`config.mk`:
```
export PLATFORM = sky130hd
export DESIGN_NAME = pp_line_reader
export DESIGN_NICKNAME = d
export VERILOG_FILES = /design/src/rtl/scaler_pkg.sv /design/src/rtl/pp_line_reader_sync_fifo2.sv /design/src/rtl/pp_line_reader.sv
export SDC_FILE = /design/constraint.sdc
export NUM_CORES = 1
export LEC_CHECK = 0
export ABC_CLOCK_PERIOD_IN_PS = 3900
export BUFFER_PORTS_ARGS = -buffer_cell sky130_fd_sc_hd__buf_2
export CAP_MARGIN = 20
export CORE_MARGIN = 4
export CORE_UTILIZATION = 23
export DETAILED_ROUTE_END_ITERATION = 16
export HOLD_SLACK_MARGIN = 0.06
export SLEW_MARGIN = 5
export SYNTH_ARGS = -nofsm -noshare
export SYNTH_HDL_FRONTEND = slang
export SYNTH_SLANG_ARGS = --single-unit
```
`constraint.sdc`:
```
create_clock -name clk -period 3.9 [get_ports clk]
set_input_delay 0.78 -clock clk [delete_from_list [all_inputs] [get_ports clk]]
set_output_delay 0.78 -clock clk [all_outputs]
set_load 0.005 [all_outputs]
```
`src/rtl/scaler_pkg.sv`:
```
// Shared constants for the scaler line-buffer path: bus widths,
// read-controller state encoding and the default 720p line length.
package scaler_pkg;

  localparam int ADDR_W     = 11;
  localparam int DATA_W     = 8;
  localparam int FIFO_DEPTH = 2;

  typedef logic [1:0] state_t;

  localparam state_t ST_IDLE  = 2'd0;
  localparam state_t ST_READ  = 2'd1;
  localparam state_t ST_DRAIN = 2'd2;

  localparam logic [ADDR_W-1:0] LINE_LEN_720P = 11'd1280;

endpackage

```
`src/rtl/pp_line_reader_sync_fifo2.sv`:
```
// Two-entry synchronous FIFO. The head entry is always visible on
// head, and count reports occupancy so the producer can throttle itself.
// Push and pop in the same cycle are allowed.
module sync_fifo2 #(
  parameter int W = 9
) (
  input  logic         clk,
  input  logic         reset,
  input  logic         push,
  input  logic [W-1:0] push_data,
  input  logic         pop,
  output logic [W-1:0] head,
  output logic [1:0]   count
);

  logic [W-1:0] slots [2];
  logic         wr_ptr;
  logic         rd_ptr;

  assign head = slots[rd_ptr];

  // Storage, pointers and occupancy; the producer never pushes into a full FIFO
  always_ff @(posedge clk or posedge reset) begin
    if (reset) begin
      slots[0] <= '0;
      slots[1] <= '0;
      wr_ptr   <= 1'b0;
      rd_ptr   <= 1'b0;
      count    <= 2'd0;
    end else begin
      if (push) begin
        slots[wr_ptr] <= push_data;
        wr_ptr        <= ~wr_ptr;
      end
      if (pop) begin
        rd_ptr <= ~rd_ptr;
      end
      count <= count + {1'b0, push} - {1'b0, pop};
    end
  end

endmodule

```
`src/rtl/pp_line_reader.sv`:
```
// Read side of the ping-pong line buffer. A falling edge on the writer's
// we marks a finished line; the finished line is then read out of the
// synchronous RAM and streamed downstream over valid/ready. A 2-entry
// FIFO soaks up the one-cycle RAM latency when downstream stalls.
module pp_line_reader import scaler_pkg::*; #(
  parameter int ADDR_W     = scaler_pkg::ADDR_W,
  parameter int DATA_W     = scaler_pkg::DATA_W,
  parameter int FIFO_DEPTH = scaler_pkg::FIFO_DEPTH
) (
  input  logic              clk,
  input  logic              reset,
  input  logic [ADDR_W-1:0] line_len,
  input  logic              wr_we,
  output logic              re,
  output logic [ADDR_W-1:0] raddr,
  input  logic [DATA_W-1:0] rdata,
  output logic              m_valid,
  output logic [DATA_W-1:0] m_data,
  output logic              m_last,
  input  logic              m_ready,
  output logic              busy,
  output logic              overrun,
  output logic              overrun_sticky
);

  logic              we_prev;
  logic              done;
  logic [1:0]        state;
  logic              pending;
  logic [ADDR_W-1:0] len;
  logic [ADDR_W-1:0] cnt;
  logic              inflight;
  logic              inflight_last;
  logic [DATA_W:0]   fifo_head;
  logic [1:0]        fifo_count;
  logic              pop;
  logic [2:0]        committed;
  logic              last_issue;
  logic              drain_exit;

  assign done = we_prev & ~wr_we;

  assign m_valid = (fifo_count != 2'd0);
  assign pop     = m_valid & m_ready;
  assign m_data  = fifo_head[DATA_W-1:0];
  assign m_last  = m_valid & fifo_head[DATA_W];
  assign busy    = (state != ST_IDLE);

  // Entries that will be held after this cycle: stored plus in flight, minus the one leaving
  assign committed  = {1'b0, fifo_count} + {2'b00, inflight} - {2'b00, pop};
  assign re         = (state == ST_READ) && (committed < 3'(FIFO_DEPTH));
  assign raddr      = re ? cnt : '0;
  assign last_issue = re && (cnt == len - ADDR_W'(1));
  assign drain_exit = (state == ST_DRAIN) && !inflight && (fifo_count == {1'b0, pop});

  // Remember the previous we so its falling edge can be seen
  always_ff @(posedge clk or posedge reset) begin
    if (reset) begin
      we_prev <= 1'b0;
    end else begin
      we_prev <= wr_we;
    end
  end

  // Line sequencing: start on a completion, issue reads, then drain the FIFO
  always_ff @(posedge clk or posedge reset) begin
    if (reset) begin
      state   <= ST_IDLE;
      pending <= 1'b0;
      len     <= '0;
      cnt     <= '0;
    end else begin
      case (state)
        ST_IDLE: begin
          if (done || pending) begin
            pending <= 1'b0;
            if (line_len != '0) begin
              len   <= line_len;
              cnt   <= '0;
              state <= ST_READ;
            end
          end
        end
        ST_READ: begin
          if (re) begin
            cnt <= cnt + ADDR_W'(1);
            if (last_issue) begin
              state <= ST_DRAIN;
            end
          end
        end
        ST_DRAIN: begin
          if (done) begin
            pending <= 1'b1;
          end
          if (drain_exit) begin
            state <= ST_IDLE;
          end
        end
        default: begin
          state <= ST_IDLE;
        end
      endcase
    end
  end

  // A completion while lines are still being read means the writer lapped us
  always_ff @(posedge clk or posedge reset) begin
    if (reset) begin
      overrun        <= 1'b0;
      overrun_sticky <= 1'b0;
    end else begin
      overrun        <= done && (state == ST_READ);
      overrun_sticky <= overrun_sticky | (done && (state == ST_READ));
    end
  end

  // Track the read whose data arrives from the RAM this cycle
  always_ff @(posedge clk or posedge reset) begin
    if (reset) begin
      inflight      <= 1'b0;
      inflight_last <= 1'b0;
    end else begin
      inflight      <= re;
      inflight_last <= last_issue;
    end
  end

  sync_fifo2 #(
    .W(DATA_W + 1)
  ) u_fifo (
    .clk      (clk),
    .reset    (reset),
    .push     (inflight),
    .push_data({inflight_last, rdata}),
    .pop      (pop),
    .head     (fifo_head),
    .count    (fifo_count)
  );

endmodule

```
After elaboration in Yosys (flattened, before gate mapping)
Index checks and enable logic that the tools add are counted.

Add/sub/neg operators: 6. Magnitude comparators: 4. Equality and inequality tests: 10. Muxes and demuxes: 20. Bitwise logic cells: 9. Reductions and logical operators: 18.

Operators with widths (number): 11-bit 2-to-1 mux (4); 9-bit 2-to-1 mux (4); 11-bit one-hot mux with 2 select lines (1); 18-bit bitwise mux (1); 2-bit != test, second input constant (6); 11-bit by 1-bit adder with 11-bit output, second input constant (1); 11-bit equality test (1); 11-bit nonzero test (1); 11-bit by 1-bit subtractor with 11-bit output, second input constant (1); 2-bit 2-to-1 mux (5); 9-bit demux with 1-bit select (1); 2-bit nonzero test (4); 1-bit logical AND (6); 2-bit one-hot mux with 3 select lines (1); 3-bit AND reduction (2); 5-bit AND reduction (1); 2-bit >= comparator, second input constant (2); 1-bit NOT with 2-bit output (2); 4-bit AND reduction (1); 2-bit by 1-bit adder with 3-bit output (1); 1-bit bitwise AND (3); 3-bit by 2-bit < comparator with 1-bit output, second input constant (1); 1-bit NOT (3); 3-bit by 1-bit subtractor with 3-bit output (1); 12 further kinds (13).

Register bits after elaboration: 52. Logic and storage cells: 81.

Depth between registers and ports, before layout
Word-level depth: 9. Mapped depth: 14. Mapped depth without buffers: 12.

Cells and area by module
A second synthesis with hierarchy kept.

Cells, all modules: 268. Area, all modules: 2782.7 um^2.

Modules (own cells, without submodules): pp_line_reader (instances 1, cells each 206, area each 1794.2 um^2, seq. area each 750.7 um^2); sync_fifo2 (instances 1, cells each 62, area each 988.4 um^2, seq. area each 550.5 um^2).

Least setup slack after synthesis
Ideal clock, no wire load.

Kind: input port to output port. Start point: input m_ready. End point: output raddr[0]. Arrival time: 2687 ps. Data required time: 3120 ps. Setup slack: 433 ps. Stages: 10. Path buffers: 1. Cells stage by stage: and2_1 ha_1 inv_1 ha_1 fa_1 xnor2_1 or3_1 buf_6 inv_1 and2_1.

Word-level cells in the longest chain between the ends: 5.

Ends and longest elaborated chain: start, declared (RTL line pp_line_reader.sv:20) `input logic m_ready,`; 1-bit bitwise AND (RTL line pp_line_reader.sv:44) `assign pop = m_valid & m_ready;`; 3-bit by 1-bit subtractor with 3-bit output (RTL line pp_line_reader.sv:50) `assign committed = {1'b0, fifo_count} + {2'b00, inflight} - {2'b00, pop};`; 3-bit by 2-bit < comparator with 1-bit output (RTL line pp_line_reader.sv:51) `assign re = (state == ST_READ) && (committed < 3'(FIFO_DEPTH));`; 1-bit logical AND (RTL line pp_line_reader.sv:51); net re (RTL line pp_line_reader.sv:14) `output logic re,`; 11-bit 2-to-1 mux (RTL line pp_line_reader.sv:52) `assign raddr = re ? cnt : '0;`; end, declared (RTL line pp_line_reader.sv:15) `output logic [ADDR_W-1:0] raddr,`.

The timed path passes the listed nets, and every way through them passes these cells.

Final worst setup path
Start point: register u_fifo.count[1]. End point: output raddr[8].

Word-level cells in the longest chain between the ends: 6. Elaborated cells on any way between the ends: 7. Classes of those cells: add/sub: 2; order compare: 1; mux: 1; bitwise: 1; reduce/logical: 2.

Ends and longest elaborated chain: start, declared (RTL line pp_line_reader_sync_fifo2.sv:13) `output logic [1:0] count`; start signal, assigned (RTL line pp_line_reader_sync_fifo2.sv:38) `count <= count + {1'b0, push} - {1'b0, pop};`; 2-bit nonzero test (RTL line pp_line_reader.sv:43) `assign m_valid = (fifo_count != 2'd0);`; 1-bit bitwise AND (RTL line pp_line_reader.sv:44); net pop (RTL line pp_line_reader.sv:36) `logic pop;`; 3-bit by 1-bit subtractor with 3-bit output (RTL line pp_line_reader.sv:50); 3-bit by 2-bit < comparator with 1-bit output (RTL line pp_line_reader.sv:51); 1-bit logical AND (RTL line pp_line_reader.sv:51); 11-bit 2-to-1 mux (RTL line pp_line_reader.sv:52).

The timed path passes the listed nets, and every way through them passes these cells.

==> reports/qor.csv <==
stage;metric;value;unit
yosys;ys.warnings.count;0;
yosys;ys_ff_latch;52;
clocking;numCtsBuffers;5;
floorplan;die_h;117.7;um
sta;fmaxAchievable;270.0;MHz
setup_path;required;3.12;ns
sta;rsz0062_at_grt;no;
power_and_ir_drop;leakage;0.001455;uW
global_routing;grtUsageTotal;9.758;%
yosys;synthArstFlopShare;100.0;%
global_routing;antenna_found_initial;0;
clocking;cts_htree_levels;2;
place;pre_cts_slack;0.1365;ns
floorplan;io-pin-count;48;
sta;finalHoldViolCount;0;
setup_path;critPathLaunchType;flip-flop;
place;dp_hpwl;4.938;mm
detailed_routing;drt_wl_total;6.527;mm
sta;worst_slack;0.1963;ns
flow_run;drv_cap;0;
clocking;cts_setup_buffers;0;
layout;fill_cells;1243;
sta;skew;0.006963;ns
run_status;status;finished, final reports clean;
yosys;synth_edf_count;0;
sta;max_slew_margin;42.00;%
clocking;postCtsHoldBufs;0;
power_and_ir_drop;p_seq_share;38.9;%
power_and_ir_drop;p_int;1548;uW
layout;antenna_cells;0;
floorplan;initial_core_util;23.83;%
clocking;root_buffer;clkbuf_16;
clocking;cts.sinks;52;
sta;hold_ws;0.4676;ns
yosys;synth_cell_types;46;
sta;setup-tns-final;0;ns
detailed_routing;vias_per_cell;4.721;
layout;multiInputGateArea;1365;um^2
yosys;synth_area;2768;um^2
min_path;hold_path.class;reg2reg;
global_routing;met2_usage;16.42;%
detailed_routing;num_vias;2096;
yosys;syn_avg_cell_area;10.94;um^2
clocking;cts_tree;built;
setup_path;arrival;2.92;ns
place;finalWeightedCongestion;0.8796;
floorplan;rows;39;
setup_path;critPathMaxFanout;6;
global_routing;gr-max-usage-layer;met2;
detailed_routing;ant_nets;0;
yosys;ys_seq_area_share;47.02;%
power_and_ir_drop;p_clk_share;18.2;%
sta;finalMaxSlewViolations;0;
layout;area_growth;19.53;%
sta;finalCriticalPeriod;3.704;ns
setup_path;cp-end-kind;primary output;
yosys;synthFlopType;dfrtp_1;
power_and_ir_drop;switchingPower;942.0;uW
layout;layout-drive-gt1-share;34.22;%
sta;setup_violations;0;
global_routing;grt_pass1_vias;2114;
global_routing;grt_util_met1;12.56;%
global_routing;grt_max_degree;35;
power_and_ir_drop;swShare;37.83;%
detailed_routing;drc;0;
layout;fin_nets;328;
global_routing;met3_usage;2.259;%
floorplan;die_area;13850;um^2
yosys;synthCells;253;
yosys;syn-num-nets;281;
floorplan;die_width;117.7;um
power_and_ir_drop;power_frac_comb;42.9;%
clocking;path_clk_slew;0.06;ns
detailed_routing;drt_iter0_drc;84;
detailed_routing;dr.pass1.iters;4;
clocking;clock_latency;0.29;ns
layout;seq_area;1301;um^2
power_and_ir_drop;p_per_area;752.7;nW/um^2
clocking;clk_path_buf_depth;2;
setup_path;worst-setup-path-type;reg2out;
sta;tightest_slew;0.8700;ns
detailed_routing;wl_per_cell;14.70;um
power_and_ir_drop;total_power;2490;uW
global_routing;grt_overflow_total;0;
sta;finalCritPeriodShare;94.97;%
floorplan;coreArea;11610;um^2
place;io_buffer_count;47;
power_and_ir_drop;ir_worst_vdd;0.2931;mV
global_routing;grt_pass1_wl;11.03;mm
routing by layer:
| layer | part of all wire, % | wire length, um |
|---|---|---|
| met1 | 46 | 2994 |
| met2 | 49 | 3209 |
| met3 | 3.8 | 250 |
| met4 | 1.1 | 73 |
| met5 | 0 | 0 |
flip-flops by register name, indices dropped and copies added, names as in the netlist:
| name | count |
|---|---|
| pending | 1 |
| overrun_sticky | 1 |
| cnt | 11 |
| u_fifo.rd_ptr | 1 |
| u_fifo.slots | 18 |
| inflight_last | 1 |
| state | 2 |
| overrun | 1 |
| len | 11 |
| we_prev | 1 |
| u_fifo.wr_ptr | 1 |
| inflight | 1 |
| u_fifo.count | 2 |
cell usage in the layout (no fill, tap or decap), types with 4 or more instances in the layout:
| master | count |
|---|---|
| dfrtp_1 | 52 |
| buf_2 | 47 |
| mux2_2 | 37 |
| a21oi_1 | 14 |
| inv_1 | 13 |
| and2_1 | 11 |
| xnor2_1 | 10 |
| o21ai_0 | 9 |
| nor4_1 | 8 |
| nor2_1 | 8 |
| nand2_1 | 7 |
| nand3_1 | 7 |
| o31ai_1 | 7 |
| or3_1 | 6 |
| or4_1 | 6 |
| clkbuf_16 | 5 |
| xor2_1 | 4 |
| nand2b_1 | 4 |
| ha_1 | 4 |
area by class of cell:
cell class,count,area share (%)
multi-input combinational,176,41.26
sequential,52,39.33
timing repair buffer,49,7.564
tap,143,5.408
clock buffer,6,4.198
inverter,16,1.815
clock inverter,2,0.4160
through the flow:
| step | utilization, % | cells | cell area [um^2] |
|---|---|---|---|
| finish | 28.49 | 444 | 3308 |
| global placement | 27.17 | 436 | 3156 |
| floorplan | - | 253 | 2768 |
| detailed placement | 27.17 | 436 | 3156 |
| CTS | 28.49 | 444 | 3308 |
| global route | 28.49 | 444 | 3308 |
timing repair:
action | 4_1_cts | 5_1_grt
endpoints found under the setup margin | 0 | 11
resized for setup | 0 | 2
endpoints found under the hold margin | 0 | 0
power groups by stage:
stage	clock [uW]	combinational, uW	sequential (uW)
after floorplan	0	864	868
after global placement	0	1050	962
after detailed placement	0	1080	978
after CTS	465	1090	969
after global routing	488	1200	1000
final	453	1070	969
path summary, 6_finish.rpt:
| kind | from | endpoint | slack [ns] | depth (start not counted) |
|---|---|---|---|---|
| worst max-delay path | u_fifo.count[1]$_DFF_PP0_ | raddr[8] | 0.20 | 12 |
| worst min-delay path | overrun_sticky$_DFF_PP0_ | overrun_sticky$_DFF_PP0_ | 0.47 | 1 |
| worst max register to register | u_fifo.count[1]$_DFF_PP0_ | inflight_last$_DFF_PP0_ | 0.48 | 13 |
| worst min register to register | overrun_sticky$_DFF_PP0_ | overrun_sticky$_DFF_PP0_ | 0.47 | 1 |
| max in group asynchronous | reset | u_fifo.wr_ptr$_DFFE_PP0P_ | 2.54 | 3 |
| min in group asynchronous | reset | u_fifo.slots[13]$_DFFE_PP0P_ | 0.62 | 2 |
synthesized netlist by cell type (2+ instances only):
master / instances / area share (%)
a21oi_1: 14 / 2.5
a31oi_1: 3 / 0.68
and2_1: 11 / 2.5
and3_1: 2 / 0.45
and4_1: 2 / 0.63
clkbuf_1: 8 / 1.1
dfrtp_1: 52 / 47
ha_1: 4 / 1.8
inv_1: 16 / 2.2
mux2_2: 37 / 15
nand2_1: 7 / 0.95
nand2b_1: 4 / 0.90
nand3_1: 7 / 1.3
nor2_1: 8 / 1.1
nor3_1: 3 / 0.54
nor3b_1: 2 / 0.54
nor4_1: 8 / 1.8
o21ai_0: 9 / 1.6
o31ai_1: 7 / 1.9
or3_1: 6 / 1.4
or4_1: 6 / 1.6
xnor2_1: 10 / 3.2
xor2_1: 4 / 1.3
worst max-delay path: stages (launching register included):
cell,delay [ns]
dfrtp_1,0.41
inv_2,0.10
nand2_1,0.08
and2_1,0.19
ha_1,0.27
inv_1,0.05
ha_1,0.19
fa_1,0.37
xnor2_1,0.13
or3_1,0.38
buf_4,0.18
nor2_1,0.13
buf_2,0.14
kinds of logic (layout without fill, tap and decap cells):
group	after synthesis	count (layout)	synth area share (%)
AO/OA/AOI/OAI	44	44	10.53
XOR/XNOR	14	14	4.430
adder cells (fa/ha/maj)	5	5	2.532
buffers and inverters	25	73	3.662
flip-flops	52	52	47.02
multiplexers	38	38	15.42
AND/OR/NAND/NOR	75	75	16.41
Note: power is estimated with default switching activity, not from simulation.
